$ cat src/rtl/logic_unit_seq.sv
// logic_unit_seq: multi-cycle bitwise/shift execution unit with valid/ready handshakes and registered flags
module logic_unit_seq #(
    parameter int WIDTH = 8,
    localparam int SHAMT_W = $clog2(WIDTH)
) (
    input  logic             clk,
    input  logic             rst,
    input  logic             in_valid,
    output logic             in_ready,
    input  logic [3:0]       op,
    input  logic [WIDTH-1:0] A,
    input  logic [WIDTH-1:0] B,
    output logic             out_valid,
    input  logic             out_ready,
    output logic [WIDTH-1:0] res,
    output logic             zero,
    output logic             parity,
    output logic             err
);
    typedef enum logic [1:0] {IDLE, SHIFT, DONE} state_t;
    state_t state_q, state_d;
    logic [WIDTH-1:0] res_q, res_d, work_q, work_d, bit_val, ld_val, step;
    logic [SHAMT_W-1:0] cnt_q, cnt_d, k;
    logic [1:0] kind_q, kind_d;
    logic zero_q, zero_d, parity_q, parity_d, err_q, err_d;
    logic bit_err, ld_err, load, accept, is_shift;
    assign k         = B[SHAMT_W-1:0];
    assign is_shift  = op[3:2] == 2'b10;
    assign in_ready  = !rst && (state_q == IDLE || (state_q == DONE && out_ready));
    assign accept    = in_valid && in_ready;
    assign out_valid = state_q == DONE;
    assign res       = res_q;
    assign zero      = zero_q;
    assign parity    = parity_q;
    assign err       = err_q;
    always_comb begin
        step = kind_q == 2'd0 ? {work_q[WIDTH-2:0], 1'b0} :
               kind_q == 2'd1 ? {1'b0, work_q[WIDTH-1:1]} :
               kind_q == 2'd2 ? {work_q[WIDTH-2:0], work_q[WIDTH-1]} :
                                {work_q[0], work_q[WIDTH-1:1]};
    end
    always_comb begin
        bit_val = '0;
        bit_err = 1'b0;
        case (op)
            4'd0:    bit_val = A | B;
            4'd1:    bit_val = A & B;
            4'd2:    bit_val = A ^ B;
            4'd3:    bit_val = ~A;
            4'd4:    bit_val = A;
            4'd5:    bit_val = B;
            4'd6:    bit_val = ~(A | B);
            4'd7:    bit_val = ~(A ^ B);
            4'd8, 4'd9, 4'd10, 4'd11: bit_val = A;
            default: bit_err = 1'b1;
        endcase
    end
    always_comb begin
        state_d = state_q;
        work_d  = work_q;
        cnt_d   = cnt_q;
        kind_d  = kind_q;
        load    = 1'b0;
        ld_val  = bit_val;
        ld_err  = bit_err;
        if (accept && is_shift && k != '0) begin
            work_d  = A;
            cnt_d   = k;
            kind_d  = op[1:0];
            state_d = SHIFT;
        end else if (accept) begin
            load    = 1'b1;
            state_d = DONE;
        end else if (state_q == SHIFT) begin
            work_d = step;
            cnt_d  = cnt_q - SHAMT_W'(1);
            if (cnt_q == SHAMT_W'(1)) begin
                load    = 1'b1;
                ld_val  = step;
                ld_err  = 1'b0;
                state_d = DONE;
            end
        end else if (state_q == DONE && out_ready) begin
            state_d = IDLE;
        end
        res_d    = load ? ld_val : res_q;
        zero_d   = load ? ~|ld_val : zero_q;
        parity_d = load ? ^ld_val : parity_q;
        err_d    = load ? ld_err : err_q;
    end
    always_ff @(posedge clk or posedge rst) begin
        if (rst) begin
            state_q  <= IDLE;
            res_q    <= '0;
            work_q   <= '0;
            cnt_q    <= '0;
            kind_q   <= '0;
            zero_q   <= 1'b0;
            parity_q <= 1'b0;
            err_q    <= 1'b0;
        end else begin
            state_q  <= state_d;
            res_q    <= res_d;
            work_q   <= work_d;
            cnt_q    <= cnt_d;
            kind_q   <= kind_d;
            zero_q   <= zero_d;
            parity_q <= parity_d;
            err_q    <= err_d;
        end
    end
endmodule
$ cat config.mk
export PLATFORM = sky130hd
export DESIGN_NAME = logic_unit_seq
export DESIGN_NICKNAME = d
export VERILOG_FILES = /design/src/rtl/logic_unit_seq.sv
export SDC_FILE = /design/constraint.sdc
export NUM_CORES = 1
export LEC_CHECK = 0
export BUFFER_PORTS_ARGS = -buffer_cell sky130_fd_sc_hd__buf_2
export CAP_MARGIN = 20
export CORE_UTILIZATION = 45
export DETAILED_ROUTE_END_ITERATION = 10
export HOLD_SLACK_MARGIN = 0.12
export PLACE_DENSITY_LB_ADDON = 0.05
export REMOVE_ABC_BUFFERS = 1
export SLEW_MARGIN = 30
export SYNTH_ARGS = -nofsm -noshare
export SYNTH_HDL_FRONTEND = slang
export SYNTH_SLANG_ARGS = --single-unit
export TNS_END_PERCENT = 20
$ cat constraint.sdc
create_clock -name clk -period 2.8 [get_ports clk]
set_input_delay 0.7 -clock clk [delete_from_list [all_inputs] [get_ports clk]]
set_output_delay 0.7 -clock clk [all_outputs]
set_load 0.05 [all_outputs]
# Word-level counts from Yosys, hierarchy flattened
# Index checks and enable logic that the tools add are counted.
[op_classes]
addsub = 1
eq_ne = 19
muxes = 28
bitwise = 6
n_reduce_logical = 20
[ops]
columns = ["cell", "n"]
rows = [
  ["$mux 8", 10],
  ["$pmux 8 s8", 1],
  ["$not 8->8", 3],
  ["$eq 4x3->1 const B", 4],
  ["$eq 4x4->1 const B", 4],
  ["$reduce_or 12->1", 1],
  ["$mux 2", 5],
  ["$mux 1", 9],
  ["$mux 3", 3],
  ["$and 8x8->8", 1],
  ["$eq 4x2->1 const B", 2],
  ["$or 8x8->8", 1],
  ["$reduce_or 8->1", 1],
  ["$reduce_xor 8->1", 1],
  ["$xor 8x8->8", 1],
  ["$eq 2x2->1 const B", 3],
  ["$logic_and 1x1->1", 5],
  ["$reduce_or 5->1", 1],
  ["$eq 2x1->1 const B", 2],
  ["$eq 4x1->1 const B", 1],
  ["$logic_not 2->1", 2],
  ["$logic_not 4->1", 1],
  ["$ne 4x3->1 const B", 1],
  ["$reduce_and 2->1", 2],
  ["8 further kinds", 9],
]
[word_totals]
register_bits = 26
input_bits = 24
out_inout_bits = 13
word_cells = 82

# Longest topological paths before layout
# Gate-level depths: netlist (run 1).
[logic_depth]
word_depth = 10
ltp_mapped = 12
depth_no_buf = 11

# Worst setup path before layout (run 1)
# No wires, ideal clock.
[synth_timing]
path_type = "input port to flip-flop"
from = "input rst"
to = "register res_q[6] (netlist: res[6])"
setup_ns = 0.126
arrival_time_ns = 2.813
t_required_ns = 2.674
path_slack_ns = -0.139
cell_stages = 4
path_cell_list = "a211oi_1 a31oi_2 buf_6 a221o_1"
[synth_via]
elab_chain_cells = 6
elab_cells_between_ends = 9
[synth_lines]
columns = ["element", "line_no", "source"]
rows = [
  ["from (decl)", "7", "input logic rst,"],
  ["$logic_not 1->1 (no source line) (*)", "-", ""],
  ["$logic_and 1x1->1 (*)", "29", "assign in_ready = !rst && (state_q == IDLE || (state_q == DONE && out_ready));"],
  ["$logic_and 1x1->1 (*)", "30", "assign accept = in_valid && in_ready;"],
  ["$logic_and 1x1->1 (2 in a row)", "66", "if (accept && is_shift && k != '0) begin"],
  ["$mux 8 / $mux 1 (equally long branches)", "66", ""],
  ["to (signal assigned)", "103", "res_q <= res_d;"],
  ["to (decl)", "22", "logic [WIDTH-1:0] res_q, res_d, work_q, work_d, bit_val, ld_val, step;"],
]
# Every way passes the cells marked *; elsewhere a longest branch is shown, timed or not.
# A chain may end at the register's enable or synchronous reset.

# Worst setup path after layout (run 1)
[layout_timing]
from = "input A[5]"
to = "register parity_q (netlist: parity)"
[layout_via]
elab_chain_cells = 8
elab_cells_between_ends = 12
[layout_lines]
columns = ["element", "line_no", "source"]
rows = [
  ["from (decl)", "11", "input logic [WIDTH-1:0] A,"],
  ["$xor 8x8->8 / $or 8x8->8 (equally long branches)", "-", ""],
  ["$not 8->8, on equally long branches", "53, 52", ""],
  ["$pmux 8 s8 (*)", "45", "case (op)"],
  ["$mux 8", "77", "if (cnt_q == SHAMT_W'(1)) begin"],
  ["$mux 8", "74", "end else if (state_q == SHIFT) begin"],
  ["$mux 8", "71", "end else if (accept) begin"],
  ["$mux 8 (*)", "66", ""],
  ["$reduce_xor 8->1 (*)", "88", "parity_d = load ? ^ld_val : parity_q;"],
  ["to (signal assigned)", "108", "parity_q <= parity_d;"],
  ["to (decl)", "25", "logic zero_q, zero_d, parity_q, parity_d, err_q, err_d;"],
]
# Marks and branches as above.

==> results.md, run 1 <==
- Synthesized area: about 0.0025 mm²
- Die height: 76.2 µm
- Slew Viols, Final: 0
- CP peak stage delay: between 0.4 and 0.5 ns
- Initial core utilization: 47.6%
- Leakage: 0.00143 µW
- PD cells: approximately 750 mW/mm²
- Worst Hold Class: register to register
- Clock share of power: between 10% and 20%
- Post-cts hold buffer count: 0
- Tcrit/Tclk final: 92.7%
- Synth async-reset ratio: between 90% and 100%
- Final-report hold violation count: 0
- Detailed Routing Iterations Pass 1: 4
- Clock Pin Slew Worst Setup and Hold Paths: ~0.090 ns
- Layout cells sized above 1: ~25%
- Post-synthesis sequential area ratio: roughly a quarter
- Vias per cell: 5.31
- CTS HTree Levels: 1
- Sw frac: a little under half
- Most common cell after layout, fill and taps aside: buf_2
- FMAX: around 0.39 GHz
- Status: complete, no violations
- RSZ-0062 raised after global routing: no
- Synth area leader: dfrtp_1
- Resize count post-CTS: 0
- Initial antenna violation count: 0
- Final Non-Filler Cells: 420
- Most frequent cells in the layout: buf_2 (36), buf_4 (32), o21ai_0 (30)
- Routed Antenna Nets: 0
- Post-synth top flop: dfrtp_1
- Via count: 2232
- Combinational power share: 57.8%
- FILL cells: 508
- Row cnt: 26
- CTS root buf: clkbuf_8
- Total gr overflow: 0
- Met2 WL: 2.74 mm
- Later-pin clock latency in the skew report: around 0.27 ns
- CTS max path bufs: 2
- NumNets Final: between 300 and 400
- Core ar.: around 0.0052 mm²
- DPL Wire Length: about 4.6 mm
- # DRC: 0
- First-pass GRT wire length: roughly 10 mm
- Worst-path cell chain: buf_2 -> inv_1 -> ha_1 -> nor2b_1 -> or4_1 -> a31oi_1 -> a221oi_1 -> o21ba_2 -> ha_1 -> xnor2_1 -> xnor2_1 -> o21ai_1
- Number of diodes: 0
- Synthesis Warnings: 0
- Critical path data required time: 2.97 ns
- CTS Buf Count: 3
- Maxcap violations: 0
- Largest net degree at the start of global routing: 27
- Final Util: approximately 56%
- CP Capture Type: register
- Slew @ Worst Pin: 0.468 ns
- Crit Path Category: input port to register
- P&R area growth vs syn: 18.6%
- Startpoint Class: input port
- CTS tree: built
- Skew final: roughly 0.0041 ns
- Final min period: between 2 and 3 ns
- Sw power: about 1000 µW
- CP max FO: 2
- Hold_ws: ~0.48 ns
- Clock sinks: 26
- Worst VDD drop: approximately 0.00039 V
- CP max stage cell: or4_1
- Port Buffers: 36
- Die width: ~76 µm
- Setup violators final: 0
- Crit path DAT: 2.77 ns
- Mapped Avg Cell Area: around 8.3 µm²
- Drt initial violations: 87
- Tot Pwr: roughly 2200 µW
- Post-placement cell count: between 400 and 500
- Sequential power share: ~31%
- Final wirelength: between 5 and 6 mm
- Global placer's final weighted congestion: 0.799
- Rel. slew slack: 68.8%
- Gr usage total: 21.2%
- WL met1: between 2 and 3 mm
- Setup_tns: 0 ns
- Top routing layer in use: met4
- Boundary Pins: 37
- Reg-to-reg setup timing slack: ~0.60 ns
- Post-CTS setup repair buffer count: 0
- WL met3: ~94 µm
- Internal Power: 1170 µW
- Top cells by area, synth: dfrtp_1 (26%), ha_1 (11%), o21ai_0 (6.1%)
- Top-area cell type share of the netlist area: roughly a quarter
- Die area: between 0.005 and 0.006 mm²
- Vias in the first global route: between 2k and 2.5k
- Mapped Cells: 297
- WL per Instance: 13.9 µm
- Yosys reg bits: 26
- Post-synth EDFFs: 0
- Cell variety after synth: 53
-- logic make-up after synthesis --
logic type / after synthesis / share of synthesized area [%]
AOI/OAI and AO/OA: 95 / 25.3
and+or+nand+nor: 84 / 18.1
buffers and inverters: 46 / 8.88
DFF: 26 / 26.2
adders and majority gates: 22 / 11.1
muxes: 21 / 9.29
xor gates and xnor gates: 3 / 1.06
-- cell type report --
cell class / instances / area (µm²) / area share [%]
Timing Repair Buffer: 69 / 440 / 15.0
Multi-Input combinational cell: 225 / 1610 / 54.7
Sequential cell: 26 / 651 / 22.1
Tap cell: 70 / 87.6 / 2.98
Inverter: 26 / 97.6 / 3.32
Clock buffer: 4 / 55.1 / 1.87
-- registers in the layout, indices dropped and copies added (netlist names) --
| signal | count |
|---|---|
| state_q | 2 |
| zero | 1 |
| kind_q | 2 |
| work_q | 8 |
| parity | 1 |
| res | 8 |
| err | 1 |
| cnt_q | 3 |
-- metrics by stage --
step                setup WS [ns]  instance area (µm²)
CTS                         0.193                 2940
global route               0.0487                 2940
global placement          -0.0762                 2880
finish                      0.203                 2940
floorplan                  -0.436                 2360
detailed placement         -0.100                 2880
-- routing by layer --
layer	vias up	global-route usage, %
met5	-	0
li1	1177	-
met1	1019	29.5
met4	0	4.04
met3	4	0.958
met2	32	36.6
-- synth_stat cells (all sizes together), types with 4 or more instances --
master and number:
nor2 18, inv 26, o21ai 32, and3b 4
nand2b 11, mux2 6, a21oi 18, buf 15
nor2b 8, a211oi 6, clkbuf 5, a31oi 5
nand2 26, mux2i 14, dfrtp 26, a21o 4
ha 22
-- worst paths after layout --
kind / start / end / depth (start not counted)
max: A[5] / parity / 12
min reg2reg: res[4] / res[4] / 2
min in group asynchronous: rst / state_q[1] / 3
min: res[4] / res[4] / 2
max in group asynchronous: rst / res[3] / 3
max reg2reg: state_q[1] / parity / 8
-- power groups by stage --
stage          clock (µW)  sequential [µW]  combinational (µW)
2_1_floorplan           0              907                 667
3_3_place_gp            0              687                1260
3_5_place_dp            0              691                1270
4_1_cts               252              684                1280
5_1_grt               273              709                1400
6_report              248              681                1270
-- critical path, delay by kind of cell --
| family | cells | cell delay, ns |
|---|---|---|
| simple gates | 2 | 0.58 |
| compound gates | 4 | 0.57 |
| fa+ha+maj | 2 | 0.47 |
| xor+xnor | 2 | 0.31 |
| buf+inv | 2 | 0.13 |
No activity file was read; power rests on OpenSTA's default activity.
==> run 2: changes to the inputs <==
Settings changed: ABC_AREA from default to 1, CORE_MARGIN from default to 2.
==> run 2 against run 1 <==
Net effect:
- register-to-register slack worse by 0.07 ns
- synthesized area down 4.3%
- final cell count rose by 14%
- total power fell by 10%
- non-clock buffer count decreased by 25
- via count grew 4.4%
- sequential power decreased by 1%
- clock power fell by 2%
==> results.md, run 2 <==
- NumNets Final: between 400 and 500
- Initial core utilization: 46.4%
- Initial antenna violation count: 0
- Drt initial violations: between 100 and 150
- Layout cells sized above 1: between 10% and 20%
- CP endpoint: parity
- Boundary Pins: 37
- Skew final: ~0.0037 ns
- Post-synth EDFFs: 0
- Die area: roughly 0.006 mm²
- FMAX: between 0.4 and 0.5 GHz
- Post-CTS setup repair buffer count: 0
- Post-synthesis sequential area ratio: between 20% and 30%
- CP Capture Type: register
- Die width: between 70 and 80 µm
- Combinational power share: between 50% and 60%
- Resize count post-CTS: 0
- Setup slack at placement: just under 0.09 ns
- FILL cells: 544
- Vias per cell: between 4 and 5
- Status: complete, no violations
- Synth async-reset ratio: between 90% and 100%
- CTS Buf Count: 3
- Total gr overflow: 0
- Slew Viols, Final: 0
- Most frequent cell after synthesis: nand2_1
- Tcrit/Tclk final: approximately 88%
- Slew @ Worst Pin: ~0.38 ns
- Routed Antenna Nets: 0
- Via count: 2331
- Sw frac: roughly half
- Met2 WL: roughly 2.5 mm
- Synth area leader: dfrtp_1
- CTS tree: built
- Final-report hold violation count: 0
- Crit path DAT: 2.66 ns
- WL met3: around 180 µm
- Core ar.: roughly 0.0051 mm²
- Crit Path Category: input port to register
- Maxcap violations: 0
- Final wirelength: 5.64 mm
- WL met1: just under 3 mm
- Final Util: 53.2%
- Gr usage total: between 20% and 30%
- Clock sinks: 26
- Cell variety after synth: 28
- WL per Instance: 11.8 µm
- Worst VDD drop: around 0.00035 V
- Post-cts hold buffer count: 0
- Clock share of power: 12.3%
- Later-pin clock latency in the skew report: between 0.2 and 0.3 ns
- Detailed Routing Iterations Pass 1: 4
- Cells on worst reg2reg path: 14
- Worst Setup SP: op[2]
- Top cells by area, synth: dfrtp_1 (27%), nand2_1 (22%), ha_1 (12%)
- Yosys reg bits: 26
- Post-synth top flop: dfrtp_1
- Synthesized area: between 0.002 and 0.0025 mm²
- Top-area cell type share of the netlist area: 27.4%
- Vias in the first global route: between 2k and 2.5k
- RSZ-0062 raised after global routing: no
- Die height: approximately 77 µm
- Clock Pin Slew Worst Setup and Hold Paths: around 0.090 ns
- Top routing layer in use: met4
- Port Buffers: 36
- Leakage: between 0.0015 and 0.002 µW
- FF-to-FF End: parity
- RR Startpoint: cnt_q[0]
- Synthesis Warnings: 0
- Sw power: 981 µW
- Hold_ws: 0.478 ns
- Reg-to-reg setup timing slack: around 0.53 ns
- Most common cell after layout, fill and taps aside: nand2_1
- Largest net degree at the start of global routing: 31
- Startpoint Class: input port
- Critical path data required time: 3.01 ns
- CTS max path bufs: 2
- Worst Hold Class: input port to async pin
- Mapped Avg Cell Area: around 6.4 µm²
- Final min period: about 2.5 ns
- Most frequent cells in the layout: nand2_1 (137), nand3_1 (50), inv_1 (48), buf_2 (36), nor2_1 (30)
- Synth cell count leaders: nand2_1 (137), nand3_1 (50), inv_1 (48)
- # DRC: 0
- Mapped Cells: ~370
- Internal Power: a little under 1000 µW
- DPL Wire Length: 4.39 mm
- PD cells: between 700 and 800 mW/mm²
- Sequential power share: 34.1%
- Row cnt: 26
- Number of diodes: 0
- P&R area growth vs syn: 14.6%
- Final WS setup: between 0.3 and 0.4 ns
- First-pass GRT wire length: 9.95 mm
- CTS HTree Levels: 1
- CP max FO: 21
- Global placer's final weighted congestion: around 0.94
- CTS root buf: clkbuf_8
- Setup violators final: 0
- Rel. slew slack: about three quarters
[run 2: cell types whose count changed after synthesis, sizes merged, moves of 7 or more]
cell / before / now
mux2i: 14 / 0
buf: 15 / 8
o21ai: 32 / 9
inv: 26 / 49
nand2b: 11 / 0
o211ai: 3 / 11
nand3: 3 / 50
nor2: 18 / 33
nand2: 26 / 138
a21oi: 18 / 3
nor2b: 8 / 0
[run 2: layer usage]
metal | vias to the layer above | track usage (%)
li1 | 1244 | -
met1 | 1036 | 29.2
met2 | 47 | 33.6
met3 | 4 | 1.07
met4 | 0 | 5.64
met5 | - | 0
[run 2: through the flow]
| stage | setup TNS (ns) | instance area [µm²] | total power (µW) | cells |
|---|---|---|---|---|
| 3_5_place_dp | 0 | 2660 | 1740 | 473 |
| 5_1_grt | 0 | 2720 | 2140 | 477 |
| 3_3_place_gp | 0 | 2660 | 1720 | 473 |
| 2_1_floorplan | -0.223 | 2310 | 1460 | 359 |
| 4_1_cts | 0 | 2720 | 1980 | 477 |
| 6_report | 0 | 2720 | 1970 | 477 |
[run 2: critical path, stage by stage]
cell and delay, ns:
buf_2 0.11, inv_1 0.07, nor2_1 0.18, buf_12 0.18, nand2_1 0.08, nand2_1 0.21, nand2_1 0.08, nand3_1 0.09
nand2_1 0.06, nand2_1 0.11, inv_1 0.06, ha_1 0.30, xnor2_1 0.17, xnor2_1 0.13, nand2_1 0.06, nand2_1 0.05
[run 2: how the worst min path moves through the flow]
| stage | from | endpoint | slack, ns | depth (start not counted) |
|---|---|---|---|---|
| final | rst | cnt_q[1] | 0.48 | 3 |
| after global routing | res[2] | res[2] | 0.52 | 2 |
| after CTS | res[3] | res[3] | 0.48 | 2 |
| after detailed placement | res[3] | res[3] | 0.46 | 2 |
| after global placement | res[3] | res[3] | 0.46 | 2 |
| after floorplan | cnt_q[1] | cnt_q[1] | 0.47 | 2 |
[run 2: cell type report]
class	instances	area, µm²	area share (%)
Inverter	51	191	7.04
Clock buffer	4	55.1	2.03
Tap cell	70	87.6	3.22
Timing Repair Buffer	44	265	9.76
Multi-Input combinational cell	282	1470	54.0
Sequential cell	26	651	23.9
[run 2: power groups by stage]
stage	clock network (µW)	logic, µW	registers [µW]
finish	242	1060	674
global route	264	1180	694
CTS	248	1060	669
detailed placement	0	1060	675
global placement	0	1050	668
floorplan	0	544	912
[run 2: kinds of logic (layout without fill, tap and decap cells)]
kind of cell / Yosys count / in the layout / synth area share [%]
AO/OA/AOI/OAI: 26 / 26 / 7.33
AND/OR/NAND/NOR: 230 / 230 / 41.5
buffers and inverters: 63 / 99 / 10.7
adder cells (fa/ha/maj): 22 / 22 / 11.6
XOR/XNOR: 4 / 4 / 1.48
flip-flops: 26 / 26 / 27.4
==> run 3: changes to the inputs <==
Settings changed: CTS_BUF_LIST from default to sky130_fd_sc_hd__clkbuf_16, PLACE_DENSITY from default to 0.66, PLACE_DENSITY_LB_ADDON 0.05 to default.
==> run 3 against run 2 <==
Net effect:
- hold slack got worse by 0.0069 ns
- clock-buffer cell count decreased by 1
- total power is 3.7% higher
- clock power up 33%
- register-to-register slack got worse by 0.05 ns
- largest power group unchanged
==> results.md, run 3 (synthesized netlist as in run 2, its figures left out) <==
- Status: complete, no violations
- NumNets Final: between 400 and 500
- Crit path DAT: approximately 2.6 ns
- Vias per cell: ~5.0
- Delay-heaviest family, CP: simple AND/OR/NAND/NOR gates
- Sequential power share: 32.8%
- Final-report hold violation count: 0
- Final Util: a little over half
- Leakage: 0.00155 µW
- FMAX: between 0.4 and 0.5 GHz
- Sw frac: 48.2%
- Final min period: around 2.4 ns
- Combinational power share: between 50% and 60%
- FF-to-FF End: parity
- Die area: 0.00587 mm²
- CP Capture Type: register
- Internal Power: ~1100 µW
- # DRC: 0
- Gr usage total: about a fifth
- WL per Instance: approximately 12 µm
- Number of diodes: 0
- Critical path data required time: ~3.0 ns
- P&R area growth vs syn: 15.3%
- Port Buffers: 36
- Setup_tns: 0 ns
- Tcrit/Tclk final: ~85%
- CP Depth: 15
- DPL Wire Length: around 4.4 mm
- RR Startpoint: cnt_q[0]
- CTS tree: built
- Skew final: roughly 0.0017 ns
- CP peak stage delay: 0.32 ns
- PD cells: 748 mW/mm²
- Routed Antenna Nets: 0
- Initial antenna violation count: 0
- Vias in the first global route: ~2.2k
- Maxcap violations: 0
- CTS HTree Levels: 1
- Worst Setup SP: op[1]
- Core ar.: around 0.0051 mm²
- Sw power: 987 µW
- Setup violators final: 0
- Later-pin clock latency in the skew report: between 0.2 and 0.3 ns
- RSZ-0062 raised after global routing: no
- Most frequent cells in the layout: nand2_1 (137), nand3_1 (50), inv_1 (48), buf_2 (36), nor2_1 (30)
- Initial core utilization: 46.4%
- CTS root buf: clkbuf_16
- Row cnt: 26
- Rel. slew slack: between 60% and 70%
- Largest net degree at the start of global routing: 31
- Worst VDD drop: ~0.00038 V
- Setup slack at placement: between 0.1 and 0.15 ns
- Reg-to-reg setup timing slack: about 0.48 ns
- Clock sinks: 26
- Detailed Routing Iterations Pass 1: 4
- Final wirelength: 5.51 mm
- Layout cells sized above 1: 13.7%
- CP endpoint: parity
- Worst-path cell chain: buf_2 -> inv_1 -> nor2_4 -> nand3_1 -> nand2_1 -> nor2_1 -> nand3_1 -> nand2_1 -> nand2_1 -> inv_1 -> ha_1 -> xor2_1 -> xnor2_1 -> nand2_1 -> nand2_1
- CTS max path bufs: 2
- Startpoint Class: input port
- Clock share of power: 15.8%
- Slew Viols, Final: 0
- Post-cts hold buffer count: 0
- Via count: 2383
- Total gr overflow: 0
- Post-CTS setup repair buffer count: 0
- Final WS setup: 0.415 ns
- Slew @ Worst Pin: approximately 0.51 ns
- Worst path bufs/invs: 3
- CP max stage cell: nor2_4
- Worst Hold Class: input port to async pin
- CTS Buf Count: 3
- Drt initial violations: 140
- Crit Path Category: input port to register
- Most frequent CP cell: nand2_1
- Global placer's final weighted congestion: between 0.8 and 0.9
- Cells on worst reg2reg path: 14
- Die width: between 70 and 80 µm
- Clock Pin Slew Worst Setup and Hold Paths: 0.07 ns
- Resize count post-CTS: 0
- CP max FO: 16
- Most common cell after layout, fill and taps aside: nand2_1
- Boundary Pins: 37
- First-pass GRT wire length: between 10 and 15 mm
- Die height: roughly 77 µm
[run 3: metal layers]
metal | wire length (µm) | part of all wire [%] | global-route usage (%) | vias up
met2 | 2480 | 45 | 33.5 | 62
met4 | 85 | 1.5 | 5.64 | 0
met5 | 0 | 0 | 0 | -
met3 | 270 | 4.9 | 1.78 | 9
met1 | 2670 | 48 | 28.6 | 1059
li1 | - | - | - | 1253
[run 3: worst min path at each step]
| stage | startpoint | endpoint | slack, ns | cells after the start |
|---|---|---|---|---|
| global route | rst | cnt_q[2] | 0.51 | 2 |
| detailed placement | res[4] | res[4] | 0.46 | 2 |
| global placement | res[4] | res[4] | 0.46 | 2 |
| CTS | res[4] | res[4] | 0.48 | 2 |
| finish | rst | cnt_q[2] | 0.47 | 2 |
| floorplan | cnt_q[1] | cnt_q[1] | 0.47 | 2 |
[run 3: final cells by class]
type	instances	area, µm²
inverter	51	191
timing repair buffer	45	260
clock inverter	1	3.75
tap	70	87.6
multi-input combinational	282	1470
sequential	26	651
fill	548	2370
clock buffer	3	75.1
[run 3: stage by stage]
stage	instances	hold slack, ns	instance area [µm²]	power [µW]
after floorplan	359	0.470	2310	1460
after global placement	474	0.457	2660	1720
after detailed placement	474	0.460	2660	1730
after CTS	478	0.478	2740	2060
after global routing	478	0.509	2740	2220
final	478	0.471	2740	2050
[run 3: power groups by stage]
stage | Clock, µW | Sequential (µW) | Combinational [µW]
detailed placement | 0 | 675 | 1060
finish | 323 | 670 | 1050
global route | 345 | 701 | 1180
CTS | 327 | 670 | 1060
global placement | 0 | 670 | 1050
floorplan | 0 | 912 | 544
